==> src/rtl/regs_banked.sv <==
// regs_banked: 16-entry register file with mode-banked r13/r14, PC incrementer, NZCV flags, two write ports.
// Optional same-cycle write-to-read forwarding is enabled by defining REGS_BYPASS_EN.
module regs_banked #(
    parameter int              DATA_W   = 32,
    parameter int              NUM_RD   = 3,
    parameter int              PC_STEP  = 4,
    parameter logic [DATA_W-1:0] RESET_PC = '0
) (
    input  logic                     clock,
    input  logic                     reset_n,
    input  logic                     we,
    input  logic [3:0]               sel_in,
    input  logic [DATA_W-1:0]        in_reg,
    input  logic                     we_ld,
    input  logic [3:0]               sel_ld,
    input  logic [DATA_W-1:0]        in_ld,
    input  logic [4*NUM_RD-1:0]      sel_rd,
    output logic [DATA_W*NUM_RD-1:0] rd_data,
    input  logic                     mode,
    input  logic                     pc_inc,
    input  logic                     flags_we,
    input  logic [3:0]               flags_in,
    output logic [3:0]               flags_out,
    output logic [DATA_W-1:0]        pc_out
);
    logic [DATA_W-1:0] gpr [0:12];
    logic [DATA_W-1:0] r13_b [0:1];
    logic [DATA_W-1:0] r14_b [0:1];
    logic [15:0]       ld_hit;
    logic [15:0]       wr_hit;

    // per-index write decode; the load port owns the index on a collision
    always_comb begin
        ld_hit = '0;
        wr_hit = '0;
        for (int i = 0; i < 16; i++) begin
            ld_hit[i] = we_ld && sel_ld == 4'(i);
            wr_hit[i] = ld_hit[i] || (we && sel_in == 4'(i));
        end
    end

    // register, bank, PC and flag state; banked writes land in the current mode's copy
    always_ff @(posedge clock or negedge reset_n) begin
        if (!reset_n) begin
            for (int i = 0; i < 13; i++) gpr[i] <= '0;
            for (int i = 0; i < 2; i++) begin
                r13_b[i] <= '0;
                r14_b[i] <= '0;
            end
            pc_out    <= RESET_PC;
            flags_out <= '0;
        end else begin
            for (int i = 0; i < 13; i++)
                if (wr_hit[i]) gpr[i] <= ld_hit[i] ? in_ld : in_reg;
            if (wr_hit[13]) r13_b[mode] <= ld_hit[13] ? in_ld : in_reg;
            if (wr_hit[14]) r14_b[mode] <= ld_hit[14] ? in_ld : in_reg;
            if (wr_hit[15])  pc_out <= ld_hit[15] ? in_ld : in_reg;
            else if (pc_inc) pc_out <= pc_out + DATA_W'(PC_STEP);
            if (flags_we) flags_out <= flags_in;
        end
    end

    for (genvar k = 0; k < NUM_RD; k++) begin : g_rd
        logic [3:0]        s;
        logic [DATA_W-1:0] stored;
        assign s = sel_rd[4*k +: 4];
        // stored value for this port, banked indices resolved through the live mode
        always_comb stored = s == 4'd15 ? pc_out :
                             s == 4'd14 ? r14_b[mode] :
                             s == 4'd13 ? r13_b[mode] : gpr[s];
`ifdef REGS_BYPASS_EN
        assign rd_data[DATA_W*k +: DATA_W] = !wr_hit[s] ? stored : ld_hit[s] ? in_ld : in_reg;
`else
        assign rd_data[DATA_W*k +: DATA_W] = stored;
`endif
    end
endmodule

==> config.mk <==
export PLATFORM = sky130hd
export DESIGN_NAME = regs_banked
export DESIGN_NICKNAME = d
export VERILOG_FILES = /design/src/rtl/regs_banked.sv
export SDC_FILE = /design/constraint.sdc
export NUM_CORES = 2
export LEC_CHECK = 0
export BUFFER_PORTS_ARGS = -buffer_cell sky130_fd_sc_hd__buf_2
export CAP_MARGIN = 20
export CORE_MARGIN = 10
export CORE_UTILIZATION = 40
export CTS_BUF_LIST = sky130_fd_sc_hd__clkbuf_8
export DETAILED_ROUTE_END_ITERATION = 12
export SLEW_MARGIN = 25
export SYNTH_ARGS = -nofsm -noshare
export SYNTH_HDL_FRONTEND = slang
export SYNTH_SLANG_ARGS = --single-unit
==> constraint.sdc <==
create_clock -name clock -period 1.8 [get_ports clock]
set_input_delay 0.09 -clock clock [delete_from_list [all_inputs] [get_ports clock]]
set_output_delay 0.09 -clock clock [all_outputs]
set_load 0.02 [all_outputs]
# Word-level counts from Yosys, hierarchy flattened
# Index checks and enable logic that the tools add are counted.
# word_totals
output_inout_bits,132
latch_bits,0
mem_bits_rw,0
reg_bits,580
romBits,0
elab_cells,166
inputBits,95
mem_count,0
# classes
bitwise_logic,4
eq_ne,39
muxes,46
magnitude_cmp,5
n_shift,0
n_addsub,1
mul,0
reduce_logical,52
n_div,0
# ops
operator,count
32-bit two-way mux,40
32-bit binary-select mux with 4-bit select,3
64-bit bitwise mux,2
"4-bit == test, second input constant",25
1-bit logical AND,33
"32-bit by 3-bit adder with 32-bit output, second input constant",1
32-bit demux with 1-bit select,1
"4-bit by 3-bit == test with 1-bit output, second input constant",8
"4-bit by 2-bit == test with 1-bit output, second input constant",4
1-bit logical OR,16
"5-bit >= comparator, second input constant",3
4-bit NOT with 5-bit output,3
"4-bit by 1-bit == test with 1-bit output, second input constant",2
4-bit logical NOT,2
"2-bit >= comparator, second input constant",1
"2-bit by 1-bit < comparator with 1-bit output, second input constant",1
1-bit NOT with 2-bit output,1
2-bit nonzero test,1

# Longest topological paths before layout
# depth
word_depth,7
depth_mapped,9
depth_no_buf,6

# Worst setup path before layout
# No wires, ideal clock.
# synth_timing
path_kind,register to register
from,register pc_out[8]
to,register pc_out[19]
arrival_ns,1.782
setup_slack_ns,-0.103
path_buffers,2
required_time_ns,1.678
period_less_slack_ns,1.903
path_stages_with_launch,7
setup_time_ns,0.122
cell_sequence,dfrtp_1 buf_2 nand4_2 nor4_4 buf_4 nand3_1 a32o_1
# synth_between
elab_chain_cells,3
# synth_lines
element,line,source
"start, declared",24,output logic [DATA_W-1:0] pc_out
"start signal, assigned",57,if (wr_hit[15]) pc_out <= ld_hit[15] ? in_ld : in_reg;
"start signal, assigned",58,else if (pc_inc) pc_out <= pc_out + DATA_W'(PC_STEP);
32-bit by 3-bit adder with 32-bit output,58,
32-bit two-way mux,58,
32-bit two-way mux,57,
# No other way between the ends. The select of a mux whose other input is x is not followed.
# A chain may end at the register's enable or synchronous reset.

# Worst setup path in the final report
# layout_timing
from,register gpr[48] in the netlist's numbering
to,output port rd_data[48]
# layout_between
elab_chain_cells,6
# layout_lines
element,line,source
"start, declared",26,logic [DATA_W-1:0] gpr [0:12];
"start signal, assigned by index",54,if (wr_hit[i]) gpr[i] <= ld_hit[i] ? in_ld : in_reg;
32-bit binary-select mux with 4-bit select,70,s == 4'd13 ? r13_b[mode] : gpr[s];
32-bit two-way mux (not written as such) (2 in a row),70,
32-bit two-way mux,70,
32-bit two-way mux,69,s == 4'd14 ? r14_b[mode] :
32-bit two-way mux,68,always_comb stored = s == 4'd15 ? pc_out :
"end, declared",18,"output logic [DATA_W*NUM_RD-1:0] rd_data,"
# No other way between the ends. The select of a mux whose other input is x is not followed.

==> impl_table.tex <==
\begin{tabular}{lr}
\hline
Metric & Value \\
\hline
\multicolumn{2}{l}{\textbf{Outcome}} \\
\quad Status & complete, but fails checks \\
\quad Failing checks & negative setup slack \\
\multicolumn{2}{l}{\textbf{Clock tree}} \\
\quad Maximum root-to-sink buffer count & 3 \\
\quad Insertion delay to the later sink of the worst-skew pair & 0.79 ns \\
\quad CTS tree & done \\
\quad Clk sinks & 580 \\
\quad Cell at the root of the clock tree & sky130\_fd\_sc\_hd\_\_clkbuf\_8 \\
\quad Num CTS Buffers & between 100 and 150 \\
\quad Clock transition time at the flip-flop clock pins of the worst setup and hold paths & 0.07 ns \\
\quad H-Tree Level Count & 3 \\
\multicolumn{2}{l}{\textbf{Global route}} \\
\quad Via count of the first global-routing pass & roughly 38000 \\
\quad Initial antenna violation count & 5 \\
\quad Total global routing track utilization & roughly a third \\
\quad GRT Residual Overflow & 0 \\
\quad Largest net degree at the start of global routing & 65 \\
\quad First-pass GRT wire length & 270000 µm \\
\multicolumn{2}{l}{\textbf{Finish}} \\
\quad Proportion of layout cells with a drive suffix above 1 & 36.7\% \\
\quad Final-layout fill cell count & 8663 \\
\quad Final net count & just under 5000 \\
\quad Synthesis-to-finish area growth & 34.0\% \\
\multicolumn{2}{l}{\textbf{Job}} \\
\quad Reported max-cap violation count & 0 \\
\multicolumn{2}{l}{\textbf{Pwr}} \\
\quad Cell area power density & 1030 mW/mm² \\
\quad Leakage component of the power & 23.4 nW \\
\quad Post-route total power & roughly 56 mW \\
\quad Maximum resistive drop on vdd & 592 µV \\
\multicolumn{2}{l}{\textbf{Timing}} \\
\quad Slew Limit Headroom & 36.2\% \\
\quad Number of pins exceeding their max-slew limit in the final report & 0 \\
\quad Crit path setup slack, layout & -0.911 ns \\
\quad Final setup fails & 104 \\
\quad Post-route clock period utilization & 151\% \\
\quad Worst-Margin Slew & 0.953 ns \\
\quad Maximum clock frequency & 369 MHz \\
\quad Fin crit period & $\sim$2.7 ns \\
\quad Endpoints failing hold & 0 \\
\quad Unrepaired setup endpoints after global routing & yes \\
\quad Setup Skew & 0.0414 ns \\
\multicolumn{2}{l}{\textbf{Drt}} \\
\quad Routed length per instance & slightly above 30 µm \\
\quad Count of routing violations after the opening detailed-route iteration & 5773 \\
\quad Routed wire length & 189000 µm \\
\quad Remaining routing DRC violations & 0 \\
\quad Total via count after detailed routing & 39534 \\
\quad Routed Antenna Nets & 0 \\
\quad Number of detailed-route iterations in the first pass & 7 \\
\quad Post-detailed-route via-to-cell ratio & 6.40 \\
\multicolumn{2}{l}{\textbf{Worst setup path}} \\
\quad Kind of launch point of the worst setup path & flop \\
\quad Endpoint arrival time on the critical path & 2.62 ns \\
\quad Class of the most critical setup path & flop to output pin \\
\quad Critical path fanouts, max & 2 \\
\quad CP required & 1.71 ns \\
\quad Crit path capture type & output pin \\
\multicolumn{2}{l}{\textbf{Floorplan}} \\
\quad Number of placed I/O pins & around 230 \\
\quad X dimension of the die & 337 µm \\
\quad Row count & between 100 and 150 \\
\quad Initial core utilization & roughly 40\% \\
\quad Placeable Area & 0.0999 mm² \\
\quad Vertical die dimension & around 340 µm \\
\quad Die area & 0.113 mm² \\
\multicolumn{2}{l}{\textbf{Synth}} \\
\quad Syn Nets & between 4000 and 5000 \\
\quad Gate count after technology mapping & between 4000 and 5000 \\
\quad Post-synthesis instance area & 0.0402 mm² \\
\quad Number of warning messages in the yosys log & 0 \\
\quad Top\_reg\_cell synth & sky130\_fd\_sc\_hd\_\_dfrtp\_1 \\
\quad Sequential area share after synthesis & 36.1\% \\
\quad Synthesized area per cell & 9.87 µm² \\
\quad Number of distinct library cells after synthesis & between 70 and 80 \\
\quad Asr flop ratio synth & 100\% \\
\quad Number of flops mapped to enable cells by yosys & 0 \\
\quad Register bit total from synthesis & 580 \\
\multicolumn{2}{l}{\textbf{Place}} \\
\quad Count of port buffers added during placement & 226 \\
\quad Half-perimeter wire length of the detailed placement result & around 130000 µm \\
\quad Pre-CTS setup slack & -0.652 ns \\
\quad Final weighted congestion in routability-driven placement & 0.992 \\
\multicolumn{2}{l}{\textbf{Worst hold path}} \\
\quad Class of the tightest hold or removal check & input pin to flop \\
\hline
\end{tabular}
cell type report:
cell class	instances	area (µm²)	area share, %
Antenna cell	9	22.5	0.0418
Clock buffer	134	1840	3.43
Multi-Input combinational cell	2999	25200	46.8
Tap cell	1298	1620	3.02
Sequential cell	580	14500	27.0
Inverter	30	113	0.209
Clock inverter	54	359	0.667
Timing Repair Buffer	1073	10100	18.8
cell usage after synthesis, drive strengths merged, types with 33 or more instances:
library cell,instances,area (µm²)
clkbuf,271,1020
nor2,364,1380
dfrtp,580,14500
mux2,94,1060
nand3,33,170
mux2i,578,5790
a21oi,358,1800
o211ai,43,323
mux4,271,6100
o21ai,438,2190
buf,188,987
nand2,423,1590
per-stage QoR:
stage               util, %  hold slack, ns  setup TNS (ns)  cell area, µm²  instances
finish                 53.9         0.00853          -62.45           53800       6177
detailed placement     48.1         -0.0103          -47.33           48000       5810
CTS                    53.0          0.0239          -64.77           53000       6135
global placement       48.1         -0.0132          -49.29           48000       5810
global route           53.9          0.0744          -68.33           53800       6172
floorplan                 -          -0.206               0           40300       4068
critical path, cell delays in order (launching register included):
cell and delay, ns:
sky130_fd_sc_hd__dfrtp_1 0.42, sky130_fd_sc_hd__mux4_2 0.50, sky130_fd_sc_hd__mux4_2 0.54, sky130_fd_sc_hd__o21ai_2 0.11
sky130_fd_sc_hd__o21ai_4 0.14, sky130_fd_sc_hd__buf_6 0.16
where the power goes:
| group | leakage [nW] | internal, mW | switching [mW] |
|---|---|---|---|
| Combinational | 15.3 | 11.6 | 11.0 |
| Sequential | 6.87 | 16.4 | 3.02 |
| Clock | 1.26 | 7.34 | 6.17 |
metal layers:
| metal | vias up | share of wire, % | track usage, % |
|---|---|---|---|
| li1 | 16508 | - | - |
| met3 | 626 | 14 | 11.3 |
| met1 | 19448 | 39 | 43.1 |
| met4 | 4 | 5.6 | 15.5 |
| met5 | - | 0.010 | 0 |
| met2 | 2948 | 42 | 45.8 |
cells by family after synthesis:
family,count (synthesis),synth area share [%]
AOI/OAI and AO/OA,1098,16.1
xor gates and xnor gates,5,0.109
adders and majority gates,1,0.0312
buffers and inverters,489,5.28
DFF,580,36.1
muxes,943,32.2
and+or+nand+nor,952,10.1
worst paths after layout:
kind	startpoint	to	slack [ns]	depth (start not counted)
hold / removal	sel_ld[2]	gpr[133]	0.009	6
hold reg to reg	r13_b[4]	r13_b[4]	0.47	2
max in group asynchronous	reset_n	gpr[247]	0.76	5
setup / recovery	gpr[48]	rd_data[48]	-0.91	5
min in group asynchronous	reset_n	r13_b[13]	0.52	4
setup reg to reg	pc_out[11]	pc_out[25]	-0.04	8
state kept, by name, summed over array words and instances (netlist names):
name	count
gpr	416
r13_b	64
r14_b	64
pc_out	32
flags_out	4
layout by cell type (no fill, tap or decap), types with 11 or more instances in the layout:
cell type,instances
sky130_fd_sc_hd__o221ai_1,13
sky130_fd_sc_hd__and3_1,13
sky130_fd_sc_hd__clkbuf_8,135
sky130_fd_sc_hd__o2bb2ai_1,11
sky130_fd_sc_hd__buf_6,131
sky130_fd_sc_hd__a22oi_2,22
sky130_fd_sc_hd__o211ai_1,43
sky130_fd_sc_hd__a221oi_2,17
sky130_fd_sc_hd__a31oi_1,17
sky130_fd_sc_hd__mux4_2,271
sky130_fd_sc_hd__a221o_1,16
sky130_fd_sc_hd__o21ai_2,35
sky130_fd_sc_hd__mux2_4,20
sky130_fd_sc_hd__o21ai_0,365
sky130_fd_sc_hd__nand2b_1,27
sky130_fd_sc_hd__clkinv_2,11
sky130_fd_sc_hd__o21ai_1,33
sky130_fd_sc_hd__nor2_4,14
sky130_fd_sc_hd__nor2_1,345
sky130_fd_sc_hd__buf_4,587
sky130_fd_sc_hd__dfrtp_1,566
sky130_fd_sc_hd__a21oi_1,333
sky130_fd_sc_hd__a22o_1,29
sky130_fd_sc_hd__buf_12,125
sky130_fd_sc_hd__inv_2,14
sky130_fd_sc_hd__mux2_2,74
sky130_fd_sc_hd__nand2_1,411
sky130_fd_sc_hd__a21oi_2,19
sky130_fd_sc_hd__dlygate4sd3_1,102
sky130_fd_sc_hd__inv_1,51
sky130_fd_sc_hd__nand3_1,30
sky130_fd_sc_hd__mux2i_1,568
sky130_fd_sc_hd__dfrtp_2,14
sky130_fd_sc_hd__buf_2,122
timing repair:
action,CTS,global route
buffers inserted,47,39
cloned,0,2
setup endpoints to repair,103,120
pin swaps,99,70
gates resized for setup,419,145
hold endpoints to repair,1153,0
hold buffers,104,0
No activity file was read; power rests on OpenSTA's default activity.
